$ cat config.mk
export PLATFORM = sky130hd
export DESIGN_NAME = multi_channel_clock_gater
export DESIGN_NICKNAME = d
export VERILOG_FILES = /design/src/rtl/multi_channel_clock_gater.sv
export SDC_FILE = /design/constraint.sdc
export NUM_CORES = 1
export LEC_CHECK = 0
export ABC_CLOCK_PERIOD_IN_PS = 2610
export BUFFER_PORTS_ARGS = -buffer_cell sky130_fd_sc_hd__clkbuf_2
export CAP_MARGIN = 25
export CORE_MARGIN = 8
export CORE_UTILIZATION = 45
export DETAILED_ROUTE_END_ITERATION = 6
export GPL_TIMING_DRIVEN = 0
export PLACE_DENSITY_LB_ADDON = 0.2
export REMOVE_ABC_BUFFERS = 1
export SLEW_MARGIN = 25
export SYNTH_ARGS = -nofsm -noshare
export SYNTH_HDL_FRONTEND = slang
export SYNTH_HIERARCHICAL = 1
export SYNTH_SLANG_ARGS = --single-unit
$ cat constraint.sdc
create_clock -name clk_in -period 2.61 [get_ports clk_in]
set_clock_uncertainty 0.1 [all_clocks]
set_input_delay 0.522 -clock clk_in [delete_from_list [all_inputs] [get_ports clk_in]]
set_output_delay 0.522 -clock clk_in [all_outputs]
set_load 0.02 [all_outputs]
$ cat src/rtl/multi_channel_clock_gater.sv
// multi_channel_clock_gater
//   Automatic clock gating for NUM_CH independent islands. Each channel
//   watches its own wake condition, gates its clock after IDLE_CYCLES quiet
//   cycles, and restores it through a WAKE_CYCLES-long wake phase. The gate
//   is a low-transparent latch ANDed with the root clock, so the enable can
//   only change while clk_in is low and no runt pulse can escape.
//
//   Ports
//     clk_in        root clock, all state on posedge
//     rst           synchronous active-high reset (clocks keep running)
//     gate_en       global gating enable, 0 keeps every channel running
//     ch_busy       per-channel activity
//     force_on      per-channel never-gate override
//     wake_req      level wake request, held until wake_ack
//     wake_ack      channel clock running and stable (RUN / IDLE_WAIT)
//     gated         channel in GATED
//     clk_out       gated clocks
//   Optional (macro CLKGATE_STATS_EN)
//     stats_clr     clears the gated-cycle counters
//     gated_cycles  16-bit saturating gated-cycle count per channel

`timescale 1ns/1ps

module mccg_lane #(
  parameter int IDLE_CYCLES = 16,
  parameter int WAKE_CYCLES = 2
) (
  input  logic        clk_i,
  input  logic        rst_i,
  input  logic        wake_i,
`ifdef CLKGATE_STATS_EN
  input  logic        stats_clr_i,
  output logic [15:0] gated_cycles_o,
`endif
  output logic        wake_ack_o,
  output logic        gated_o,
  output logic        clk_o
);

  localparam int IW = $clog2(IDLE_CYCLES + 1);
  localparam int WW = $clog2(WAKE_CYCLES + 1);
  localparam logic [IW-1:0] IDLE_LAST = IW'(IDLE_CYCLES - 1);
  localparam logic [WW-1:0] WAKE_LAST = WW'(WAKE_CYCLES - 1);

  typedef enum logic [1:0] {S_RUN, S_IDLE, S_GATED, S_WAKE} state_t;

  state_t          state_q, state_d;
  logic [IW-1:0]   idle_cnt_q, idle_cnt_d;
  logic [WW-1:0]   wake_cnt_q, wake_cnt_d;
  logic            en_q, ack_q, gated_q;
  logic            en_lat;

  always_comb begin
    state_d    = state_q;
    idle_cnt_d = idle_cnt_q;
    wake_cnt_d = wake_cnt_q;
    case (state_q)
      S_RUN: begin
        if (wake_i) begin
          idle_cnt_d = '0;
        end else if (IDLE_CYCLES == 1) begin
          state_d    = S_GATED;
          idle_cnt_d = '0;
        end else begin
          state_d    = S_IDLE;
          idle_cnt_d = IW'(1);
        end
      end
      S_IDLE: begin
        // wake has priority over reaching the threshold on the same edge
        if (wake_i) begin
          state_d    = S_RUN;
          idle_cnt_d = '0;
        end else if (idle_cnt_q == IDLE_LAST) begin
          state_d    = S_GATED;
          idle_cnt_d = '0;
        end else begin
          idle_cnt_d = idle_cnt_q + IW'(1);
        end
      end
      S_GATED: begin
        if (wake_i) begin
          state_d    = S_WAKE;
          wake_cnt_d = '0;
        end
      end
      S_WAKE: begin
        // runs to completion regardless of the request
        if (wake_cnt_q == WAKE_LAST) begin
          state_d    = S_RUN;
          wake_cnt_d = '0;
        end else begin
          wake_cnt_d = wake_cnt_q + WW'(1);
        end
      end
      default: state_d = S_RUN;
    endcase
  end

  always_ff @(posedge clk_i) begin
    if (rst_i) begin
      state_q    <= S_RUN;
      idle_cnt_q <= '0;
      wake_cnt_q <= '0;
      en_q       <= 1'b1;
      ack_q      <= 1'b1;
      gated_q    <= 1'b0;
    end else begin
      state_q    <= state_d;
      idle_cnt_q <= idle_cnt_d;
      wake_cnt_q <= wake_cnt_d;
      en_q       <= (state_d != S_GATED);
      ack_q      <= (state_d == S_RUN) || (state_d == S_IDLE);
      gated_q    <= (state_d == S_GATED);
    end
  end

  // Enable is sampled only in the clk low phase; held through the high phase.
  always_latch begin
    if (!clk_i) en_lat = en_q;
  end

  assign clk_o      = clk_i & en_lat;
  assign wake_ack_o = ack_q;
  assign gated_o    = gated_q;

`ifdef CLKGATE_STATS_EN
  logic [15:0] gcyc_q;
  always_ff @(posedge clk_i) begin
    if (rst_i || stats_clr_i)                   gcyc_q <= '0;
    else if (state_q == S_GATED && gcyc_q != 16'hFFFF) gcyc_q <= gcyc_q + 16'd1;
  end
  assign gated_cycles_o = gcyc_q;
`endif

endmodule

module multi_channel_clock_gater #(
  parameter int NUM_CH      = 4,
  parameter int IDLE_CYCLES = 16,
  parameter int WAKE_CYCLES = 2
) (
  input  logic                 clk_in,
  input  logic                 rst,
  input  logic                 gate_en,
  input  logic [NUM_CH-1:0]    ch_busy,
  input  logic [NUM_CH-1:0]    force_on,
  input  logic [NUM_CH-1:0]    wake_req,
`ifdef CLKGATE_STATS_EN
  input  logic                 stats_clr,
  output logic [NUM_CH*16-1:0] gated_cycles,
`endif
  output logic [NUM_CH-1:0]    wake_ack,
  output logic [NUM_CH-1:0]    gated,
  output logic [NUM_CH-1:0]    clk_out
);

  logic [NUM_CH-1:0] w;
  assign w = ch_busy | force_on | wake_req | {NUM_CH{~gate_en}};

  for (genvar g = 0; g < NUM_CH; g++) begin : g_lane
    mccg_lane #(
      .IDLE_CYCLES (IDLE_CYCLES),
      .WAKE_CYCLES (WAKE_CYCLES)
    ) u_lane (
      .clk_i          (clk_in),
      .rst_i          (rst),
      .wake_i         (w[g]),
`ifdef CLKGATE_STATS_EN
      .stats_clr_i    (stats_clr),
      .gated_cycles_o (gated_cycles[g*16 +: 16]),
`endif
      .wake_ack_o     (wake_ack[g]),
      .gated_o        (gated[g]),
      .clk_o          (clk_out[g])
    );
  end

endmodule
-- Word level (Yosys, flattened, before mapping)
Index checks and enable logic that the tools add are counted.
- input bits: 15
- register bits: 48
- bits in latches: 4
- reduce and logical (&&, ||, !) cells: 24
- bitwise logic cells: 8
- add/subtract/negate cells: 8
- multiplexer cells: 56
- equality and inequality tests: 36
- operators by type and width (cell ; number):
    $mux 2 ; 28
    $mux 5 ; 8
    $pmux 5 s2 ; 4
    $pmux 2 s4 ; 4
    $eq 2x1->1 const B ; 12
    $eq 2x2->1 const B ; 12
    $add 5x1->5 const B ; 4
    $eq 5x4->1 const B ; 4
    $logic_not 2->1 ; 8
    $ne 2x2->1 const B ; 8
    $pmux 2 s2 ; 4
    $reduce_bool 2->1 ; 8
    $or 4x4->4 ; 3
    $add 2x1->2 const B ; 4
    $mux 1 ; 8
    $reduce_and 2->1 ; 4
    $and 1x1->1 ; 4
    $logic_or 1x1->1 ; 4
    $not 1->1 ; 1

-- Depth between registers and ports, before layout
- depth in word-level cells: 7
- depth in mapped cells: 4
- mapped depth without buffers: 4

-- By module
The synthesis kept the hierarchy.
- by module, submodules not included (module ; area each (µm²) ; times used ; cells an instance):
    mccg_lane at g_lane[0].u_lane ... ; 559.3 ; 3 ; 57
    mccg_lane at g_lane[3].u_lane ; 553.0 ; 1 ; 56
    multi_channel_clock_gater ; 40.0 ; 1 ; 4

==> results.sh <==
export IMPL_status="complete, but fails checks"
export IMPL_violations="setup timing"
export IMPL_start_util=0.456
export IMPL_area_delta_synth_final_pct=14.0
export IMPL_drt_iter0_markers=93
export IMPL_cp_data_arrival_time_ns=2.36
export IMPL_postPlaceCellArea_mm2=0.00240
export IMPL_num_rows=26
export IMPL_grt_pass1_wl_mm=7.08
export IMPL_syn_instance_count=231
export IMPL_detail_route_antenna_nets=0
export IMPL_ys_types=38
export IMPL_grt_pass1_vias=1693
export IMPL_drcViolationCount=0
export IMPL_slew_viol_final=0
export IMPL_dieArea_mm2=0.00758
export IMPL_final_area_mm2=0.00259
export IMPL_start_kind="latch"
export IMPL_cts_tree="yes"
export IMPL_cts_resized=8
export IMPL_crit_path_end_kind="output pin"
export IMPL_avgSynthCellArea_um2=9.83
export IMPL_num_io_pins=27
export IMPL_max_cap_violations=0
export IMPL_vias=1754
export IMPL_worstPathRequired_ns=1.99
export IMPL_diodes=0
export IMPL_ctsHoldBuffers=0
export IMPL_crit_family="latches"
export IMPL_grt_max_degree=57
export IMPL_critPathMaxStageDelay_ns=0.40
export IMPL_slowest_stage="dlxtn_2"
export IMPL_gp_congestion=0.734
export IMPL_syn_area_mm2=0.00227
export IMPL_core_area_mm2=0.00498
export IMPL_port_buffers=26
export IMPL_totalPowerFinal_uw=1820
export IMPL_ir_drop_v=0.000328
export IMPL_ys_ff_latch=52
export IMPL_dp_hpwl_mm=2.65
export IMPL_grt_usage=0.122
export IMPL_clk_pin_slew_ns=0.08
export IMPL_setup_viol=8
export IMPL_fin_nets=275
export IMPL_cp_max_fo=1
export IMPL_die_height_um=87.0
export IMPL_clock_latency_ns=0.40
export IMPL_routed_wirelength_mm=4.10
export IMPL_wl_per_cell_um=12.5
export IMPL_critPathKind="latch to output pin"
export IMPL_finalHoldViolCount=0
export IMPL_drive_gt1_frac=0.214
export IMPL_p_leak_uw=0.000867
export IMPL_viasPerCell=5.36
export IMPL_cts_setup_buffers=0
export IMPL_hp_class="flip-flop to latch"
export IMPL_fin_ws_ns=-0.369
export IMPL_cp_cell_sequence="and2_4 > buf_8"
export IMPL_tns_ns=-1.46
export IMPL_rsz0062_at_grt="yes"
export IMPL_slew_headroom=0.414
export IMPL_antenna_found_initial=0
export IMPL_tightest_slew_ns=0.880
export IMPL_grt_remaining_overflow=0
export IMPL_pwr_density_cell_mw_per_mm2=705
export IMPL_crit_buf_inv=1
export IMPL_dr_pass1_iters=4
export IMPL_yosysWarnings=6
export IMPL_dieWidth_um=87.0
cell usage after synthesis (all sizes together):
master    n  area, um^2
a211o     4        35.0
a21oi    24         120
a22oi     5        37.5
a311oi    8        70.1
a32oi     3        26.3
and2      4        25.0
and2b     4        33.8
and4b     4        40.0
buf       8        72.6
clkbuf    4        15.0
dfxtp    48         961
dlxtn     4        60.1
ha        4        50.1
inv       4        15.0
mux2      4        45.0
nand2     8        30.0
nand2b    8        50.1
nand3    12        60.1
nand3b    7        52.6
nand4b    3        26.3
nor2      8        30.0
nor2b     4        25.0
nor3      8        40.0
nor3b     8         105
o21ai     4        20.0
o22ai     4        31.3
o2bb2ai   4        35.0
or2       8        50.1
or3       4        25.0
or3b      1        8.76
or4b      4        40.0
xor2      4        35.0
kinds of logic (layout without fill, tap and decap cells):
family,count (synthesis),in the layout,synth area share
and+or+nand+nor,95,95,0.283
AOI/OAI and AO/OA,56,56,0.165
DFF,48,48,0.423
buffers and inverters,16,42,0.0452
adders and majority gates,4,4,0.0220
xor gates and xnor gates,4,4,0.0154
muxes,4,4,0.0198
latches,4,4,0.0264
stage by stage:
step	utilization	std cells	hold slack, ns	setup slack [ns]
global placement	0.482	315	0.272	0.0608
detailed placement	0.482	315	0.273	0.0595
CTS	0.517	327	0.296	-0.400
floorplan	-	219	0.271	0.102
global route	0.520	327	0.303	-0.423
finish	0.520	327	0.294	-0.369
final cells by class:
cell class                      count  area (um^2)
Fill cell                         480         2390
Multi-Input combinational cell    163         1160
Sequential cell                    52         1020
Clock buffer                       15          191
Timing Repair Buffer               22          110
Tap cell                           70         87.6
Inverter                            4         15.0
Clock inverter                      1         3.75
layout by cell type, fill, tap and decap left out, types with 4 or more instances in the layout:
| master | Yosys | final |
|---|---|---|
| nand2b_1 | 8 | 8 |
| mux2_2 | 4 | 4 |
| a22oi_1 | 5 | 5 |
| inv_1 | 4 | 4 |
| nand3_1 | 12 | 12 |
| nor3b_4 | 4 | 4 |
| a311oi_1 | 8 | 8 |
| nor2_1 | 8 | 8 |
| nor3_1 | 8 | 8 |
| o21ai_0 | 4 | 4 |
| or4b_1 | 4 | 4 |
| buf_8 | 0 | 4 |
| nand2_1 | 8 | 8 |
| nand3b_1 | 7 | 7 |
| dfxtp_1 | 48 | 48 |
| and2_4 | 0 | 4 |
| o2bb2ai_1 | 4 | 4 |
| a21oi_1 | 24 | 24 |
| or3_1 | 4 | 4 |
| clkbuf_2 | 0 | 21 |
| and4b_1 | 4 | 4 |
| nor2b_1 | 4 | 4 |
| xor2_1 | 4 | 4 |
| a211o_1 | 4 | 4 |
| nor3b_1 | 4 | 4 |
| or2_1 | 6 | 6 |
| clkbuf_8 | 0 | 9 |
| ha_1 | 4 | 4 |
where the power goes:
part | leakage (uW) | internal (uW) | switching (uW) | total (uW)
sequential | 0.000420 | 775 | 3.08 | 778
combinational | 0.000330 | 17.7 | 21.7 | 39.4
clock | 0.000117 | 564 | 443 | 1010
path summary, 6_finish.rpt:
kind                                 from                       to  slack (ns)  cells past startpoint
hold / removal      g_lane[3].u_lane/en_q  g_lane[3].u_lane/en_lat        0.29                      0
setup / recovery  g_lane[2].u_lane/en_lat               clk_out[2]       -0.37                      2
hold reg to reg     g_lane[3].u_lane/en_q  g_lane[3].u_lane/en_lat        0.29                      0
setup reg to reg    g_lane[0].u_lane/en_q  g_lane[0].u_lane/en_lat        0.91                      0
state kept, by name (all words and copies together), names as in the netlist:
name                      cells
g_lane.u_lane/en_lat          4
g_lane.u_lane/en_q            4
g_lane.u_lane/gated_o         4
g_lane.u_lane/idle_cnt_q     20
g_lane.u_lane/state_q         8
g_lane.u_lane/wake_ack_o      4
g_lane.u_lane/wake_cnt_q      8
layer usage:
metal	wire, um	vias to the layer above	GRT usage
li1	-	896	-
met1	1860	811	0.133
met2	1870	31	0.174
met3	233	16	0.0623
met4	131	0	0.0939
met5	0	-	0
Note: power is estimated with default switching activity, not from simulation.
